`src/rtl/alu_iterative_pkg.sv`:
```
// Shared types for the iterative ALU: operation encoding and control states.
package alu_iterative_pkg;

    typedef enum logic [1:0] {
        OP_ADD  = 2'b00,
        OP_SUB  = 2'b01,
        OP_MUL  = 2'b10,
        OP_RSVD = 2'b11
    } op_e;

    typedef enum logic [1:0] {
        ST_IDLE = 2'b00,
        ST_BUSY = 2'b01,
        ST_DONE = 2'b10
    } state_e;

endpackage

```
`src/rtl/alu_iterative_mul_step.sv`:
```
// One radix-2^R shift-add multiply iteration; purely combinational.
module alu_iterative_mul_step #(
    parameter int W = 128,
    parameter int R = 4
) (
    input  logic [W-1:0] acc_i,
    input  logic [W-1:0] a_sh_i,
    input  logic [R-1:0] b_dig_i,
    output logic [W-1:0] next_acc_o,
    output logic [W-1:0] next_a_sh_o
);

    logic [W-1:0] b_ext;

    assign b_ext       = W'(b_dig_i);
    // Partial product is kept at W bits; upper product bits never reach the result.
    assign next_acc_o  = acc_i + (a_sh_i * b_ext);
    assign next_a_sh_o = a_sh_i << R;

endmodule

```
`src/rtl/alu_iterative.sv`:
```
// Add/sub/iterative-multiply ALU with valid/ready input and valid/yumi output.
// Optional macro ALU_ITERATIVE_EARLY_EXIT_EN ends MUL once remaining multiplier bits are zero.
//
// state | meaning
// IDLE  | ready for an operation
// BUSY  | multiply iterating, R multiplier bits per cycle
// DONE  | result presented, waiting for yumi_i
module alu_iterative
    import alu_iterative_pkg::*;
#(
    parameter int W = 128,
    parameter int R = 4
) (
    input  logic         clk_i,
    input  logic         reset_i,
    input  logic         v_i,
    output logic         ready_o,
    input  logic [1:0]   op_i,
    input  logic [W-1:0] a_i,
    input  logic [W-1:0] b_i,
    output logic         v_o,
    output logic [W-1:0] result_o,
    input  logic         yumi_i
);

    localparam int N  = W / R;
    localparam int CW = (N > 1) ? $clog2(N) : 1;
    localparam logic [CW-1:0] CNT_LAST = CW'(N - 1);

    state_e         state_q, state_d;
    logic [W-1:0]   acc_q, acc_d;
    logic [W-1:0]   a_sh_q, a_sh_d;
    logic [W-1:0]   b_rem_q, b_rem_d;
    logic [W-1:0]   result_q, result_d;
    logic [CW-1:0]  cnt_q, cnt_d;

    logic [W-1:0]   step_acc, step_a_sh, b_rem_shifted;
    logic           last_iter;
    op_e            op;

    assign op            = op_e'(op_i);
    assign b_rem_shifted = b_rem_q >> R;

`ifdef ALU_ITERATIVE_EARLY_EXIT_EN
    assign last_iter = (cnt_q == CNT_LAST) || (b_rem_shifted == '0);
`else
    assign last_iter = (cnt_q == CNT_LAST);
`endif

    assign ready_o  = (state_q == ST_IDLE) & ~reset_i;
    assign v_o      = (state_q == ST_DONE);
    assign result_o = result_q;

    alu_iterative_mul_step #(.W(W), .R(R)) u_mul_step (
        .acc_i       (acc_q),
        .a_sh_i      (a_sh_q),
        .b_dig_i     (b_rem_q[R-1:0]),
        .next_acc_o  (step_acc),
        .next_a_sh_o (step_a_sh)
    );

    always_comb begin
        state_d  = state_q;
        acc_d    = acc_q;
        a_sh_d   = a_sh_q;
        b_rem_d  = b_rem_q;
        cnt_d    = cnt_q;
        result_d = result_q;
        case (state_q)
            ST_IDLE: begin
                if (v_i && ready_o) begin
                    if (op == OP_MUL) begin
                        acc_d   = '0;
                        a_sh_d  = a_i;
                        b_rem_d = b_i;
                        cnt_d   = '0;
                        state_d = ST_BUSY;
                    end else begin
                        result_d = (op == OP_SUB) ? (a_i - b_i) : (a_i + b_i);
                        state_d  = ST_DONE;
                    end
                end
            end
            ST_BUSY: begin
                acc_d   = step_acc;
                a_sh_d  = step_a_sh;
                b_rem_d = b_rem_shifted;
                cnt_d   = cnt_q + 1'b1;
                if (last_iter) begin
                    result_d = step_acc;
                    state_d  = ST_DONE;
                end
            end
            ST_DONE: begin
                // Clearing on handoff keeps result_o at zero whenever v_o is low.
                if (yumi_i) begin
                    result_d = '0;
                    state_d  = ST_IDLE;
                end
            end
            default: state_d = ST_IDLE;
        endcase
    end

    always_ff @(posedge clk_i) begin
        if (reset_i) begin
            state_q  <= ST_IDLE;
            acc_q    <= '0;
            a_sh_q   <= '0;
            b_rem_q  <= '0;
            cnt_q    <= '0;
            result_q <= '0;
        end else begin
            state_q  <= state_d;
            acc_q    <= acc_d;
            a_sh_q   <= a_sh_d;
            b_rem_q  <= b_rem_d;
            cnt_q    <= cnt_d;
            result_q <= result_d;
        end
    end

endmodule

```
`config.mk`:
```
export PLATFORM = sky130hd
export DESIGN_NAME = alu_iterative
export DESIGN_NICKNAME = d
export VERILOG_FILES = /design/src/rtl/alu_iterative_pkg.sv /design/src/rtl/alu_iterative_mul_step.sv /design/src/rtl/alu_iterative.sv
export SDC_FILE = /design/constraint.sdc
export NUM_CORES = 2
export LEC_CHECK = 0
export CORE_UTILIZATION = 35
export DETAILED_ROUTE_END_ITERATION = 10
export PLACE_DENSITY = 0.5
export SETUP_SLACK_MARGIN = 0.2
export SYNTH_ARGS = -nofsm -noshare
export SYNTH_HDL_FRONTEND = slang
export SYNTH_HIERARCHICAL = 1
export SYNTH_SLANG_ARGS = --single-unit
```
`constraint.sdc`:
```
create_clock -name clk_i -period 12.08 [get_ports clk_i]
set_input_delay 1.208 -clock clk_i [delete_from_list [all_inputs] [get_ports clk_i]]
set_output_delay 1.208 -clock clk_i [all_outputs]
set_load 0.02 [all_outputs]
```
==> flow_summary_export.csv <==
group,metric,value,unit
global_routing,grt_pass1_wl,337200,um
synthesis,syn_area_per_cell,7.699,um^2
critical_path,start_kind,"flip-flop",
sta,max_freq,0.1253,GHz
floorplanning,start_util,35.21,%
synthesis,synth-seq-cells,519,
power_and_ir_drop,power.density,112.6,nW/um^2
min_path,min_from,"acc_q[86]",
global_routing,grt_pass1_vias,49760,
synthesis,synth-edff-count,0,
critical_path,worst_r2r_endpoint,"result_o[122]",
clocking,htree_num_levels,3,
synthesis,ys_warn_count,6,
synthesis,synth_top_family_by_area,"compound AO/OA/AOI/OAI gates",
clocking,postCtsResizedCells,0,
final_layout,fin_util,39.49,%
placed_design,dp_cells,9033,
global_routing,grt.overflow.total,0,
floorplanning,rows,145,
clocking,clk_pin_slew,70,ps
clocking,clkSinkCount,519,
final_layout,n_fill_cell,16300,
sta,setup_viol,0,
final_layout,syn_to_final_growth,12.17,%
critical_path,required,12670,ps
power_and_ir_drop,comb_power_share,36.1,%
final_layout,layout-drive-gt1-share,3.251,%
critical_path,reg2reg_setup_slack,4100,ps
final_layout,final_common_cell,"inv_1",
routing,viasPerCell,5.664,
sta,fin_crit_sh,66.04,%
routing,routed-via-count,51970,
synthesis,synth-simple-area-share,20.47,%
clocking,cts_inserted_buffers,72,
sta,maxSlewHeadroom,24.56,%
clocking,post_cts_buffers,0,
critical_path,endpoint_kind,"flip-flop",
power_and_ir_drop,pwr-share-clk,33.3,%
critical_path,critPathKind,"flip-flop to flip-flop",
critical_path,crit_end,"result_o[122]",
synthesis,synthMuxAreaShare,4.628,%
power_and_ir_drop,power.leakage,24.41,nW
clocking,cts_hold_buf,0,
synthesis,synthXorXnorAreaFrac,6.090,%
routing,ant_nets,0,
routing,drt_iter0_markers,4931,
global_routing,grt_max_degree,158,
critical_path,path_max_fanout,82,
sta,tightest_slew,1129,ps
sta,final-hold-violation-count,0,
critical_path,r2r_cells,23,
floorplanning,die-area,158600,um^2
global_routing,antenna_found_initial,31,
critical_path,crit_arrival,8570,ps
sta,finClkSkew,46.40,ps
power_and_ir_drop,p_int,4.086,mW
final_layout,mostFrequentLayoutCells,"643 x inv_1, 620 x a21oi_1, 591 x nor2_1",
power_and_ir_drop,vdd_drop_max,108.6,uV
final_layout,layout.cells.non_filler,9174,
routing,wl_per_cell,25.13,um
placed_design,post-dp-hpwl,183700,um
floorplanning,fp.dieW,398.2,um
routing,drt-pass1-iter-count,5,
floorplanning,num_io_pins,392,
global_routing,grt_use_total,28.38,%
final_layout,nNetsFinal,7951,
clocking,root_buffer,"clkbuf_16",
placed_design,gp_congestion,0.9575,
floorplanning,chipHeight,398.2,um
synthesis,synth.yosys.seq_area_share,18.91,%
routing,drcViolationCount,0,
sta,setup_tns,0,ps
synthesis,synthFlopType,"dfxtp_1",
power_and_ir_drop,switchingPower,2.851,mW
synthesis,synth_compound_area_share,20.75,%
min_path,hp-class,"flip-flop to flip-flop",
power_and_ir_drop,sw_frac_of_total,41.10,%
routing,routed_wl,230500,um
flow_run,max-cap-violations,0,
sta,drv_slew,0,
outcome,status,"complete, no violations",
placed_design,port_buffers,391,
clocking,cts_tree,"done",
critical_path,crit_path_start,"b_rem_q[1]",
synthesis,synth_area,54940,um^2
synthesis,synth-async-reset-ratio,0,%
synthesis,synthAdderAreaFrac,19.70,%
synthesis,syn_inst,7136,
clocking,worstSkewPairLatency,710,ps
power_and_ir_drop,seqPwrFrac,30.6,%
floorplanning,core_area,156000,um^2
sta,rsz0062_at_grt,"no",
clocking,cts_max_path_buffers,3,
critical_path,r2r_start,"b_rem_q[1]",
sta,period_needed,7978,ps
synthesis,yosysUniqueCellTypes,89,
==> per-stage QoR <==
step	area, um^2	hold WS, ps	setup WS (ps)	total power [mW]
2_1_floorplan	54950	431.9	6162	3.496
3_3_place_gp	59130	437.5	3584	4.606
3_5_place_dp	59130	443.2	3484	4.604
4_1_cts	61590	450.7	4242	6.936
5_1_grt	61600	461.2	3719	7.218
6_report	61620	448.5	4102	6.937
==> power groups by stage <==
stage | Combinational [mW] | Clock (mW) | Sequential, mW
5_1_grt | 2.66 | 2.42 | 2.14
6_report | 2.50 | 2.31 | 2.12
3_3_place_gp | 2.45 | 0 | 2.15
3_5_place_dp | 2.45 | 0 | 2.15
4_1_cts | 2.46 | 2.36 | 2.12
2_1_floorplan | 1.34 | 0 | 2.15
==> worst min-delay path by stage <==
stage,end,slack [ps],cells past startpoint
floorplan,acc_q[100],430,2
global placement,acc_q[103],440,2
detailed placement,acc_q[81],440,2
CTS,acc_q[81],450,2
global route,acc_q[43],460,2
finish,acc_q[86],450,2
==> cell families (layout without fill, tap and decap cells) <==
kind of cell / count (synthesis) / after routing
fa+ha+maj: 640 / 640
buf+inv: 1242 / 1208
mux: 254 / 254
xor+xnor: 382 / 382
flops: 519 / 519
compound gates: 1804 / 1804
simple gates: 2294 / 2294
other cells: 1 / 15
==> critical path, cell delays in order (launching register included) <==
cell,delay (ps)
dfxtp_4,680
buf_4,780
and2_1,270
fa_1,410
fa_1,500
inv_1,50
fa_1,480
inv_1,40
ha_1,440
and4_1,270
nor2b_1,140
nand4_1,240
a31oi_1,480
o31ai_2,200
a211oi_2,610
o21ai_1,180
o211ai_2,210
a31oi_1,270
nand3_1,140
nor4bb_1,520
nand2_1,280
a21oi_1,330
a21oi_1,70
a211oi_1,230
==> per-layer routing <==
| metal | vias to the layer above | GRT usage (%) | share of wire [%] | wire length [um] |
|---|---|---|---|---|
| li1 | 24190 | - | - | - |
| met4 | 2 | 6.411 | 1.9 | 4436 |
| met1 | 25570 | 44.12 | 50 | 114600 |
| met5 | - | 0 | 0.0035 | 8 |
| met2 | 1996 | 38.76 | 39 | 91030 |
| met3 | 213 | 6.366 | 8.9 | 20440 |
==> cell usage after synthesis, types with 24 or more instances <==
cell type,instances,share of area [%]
o31ai_1,33,0.45
a211oi_1,285,3.9
xnor2_1,218,3.5
xor2_1,164,2.6
o22ai_1,27,0.31
a31oi_1,68,0.77
dfxtp_1,519,19
nand4_1,155,1.8
and2_1,488,5.6
buf_4,129,1.8
nor3_1,102,0.93
nand2_1,515,3.5
o21a_1,46,0.63
o211ai_1,56,0.77
o21bai_1,71,0.97
and3_1,38,0.43
mux2i_1,254,4.6
or3_1,35,0.40
nand3_1,238,2.2
nor2_1,592,4.0
clkbuf_1,422,2.9
buf_2,28,0.26
fa_1,375,14
nor4_1,35,0.40
o21ai_1,35,0.32
o21ai_0,292,2.7
ha_1,265,6.0
a21oi_1,621,5.7
nand2b_1,24,0.27
inv_1,643,4.4
a21o_1,118,1.6
==> flip-flops by register name (all words and copies together) (netlist names) <==
signal	count
a_sh_q	128
acc_q	128
b_rem_q	128
cnt_q	5
result_o	128
state_q	2
==> cell type report <==
class,instances,area (um^2),share of cell area [%]
well taps,2058,2575,4.179
inverters,643,2414,3.917
clock buffers,95,2029,3.293
flip-flops and latches,519,10410,16.89
multi-input cells,5378,39450,64.01
diodes,11,27.53,0.04467
repair buffers,435,4287,6.956
clock inverters,35,439.2,0.7127
(Power assumes the default switching activity.)
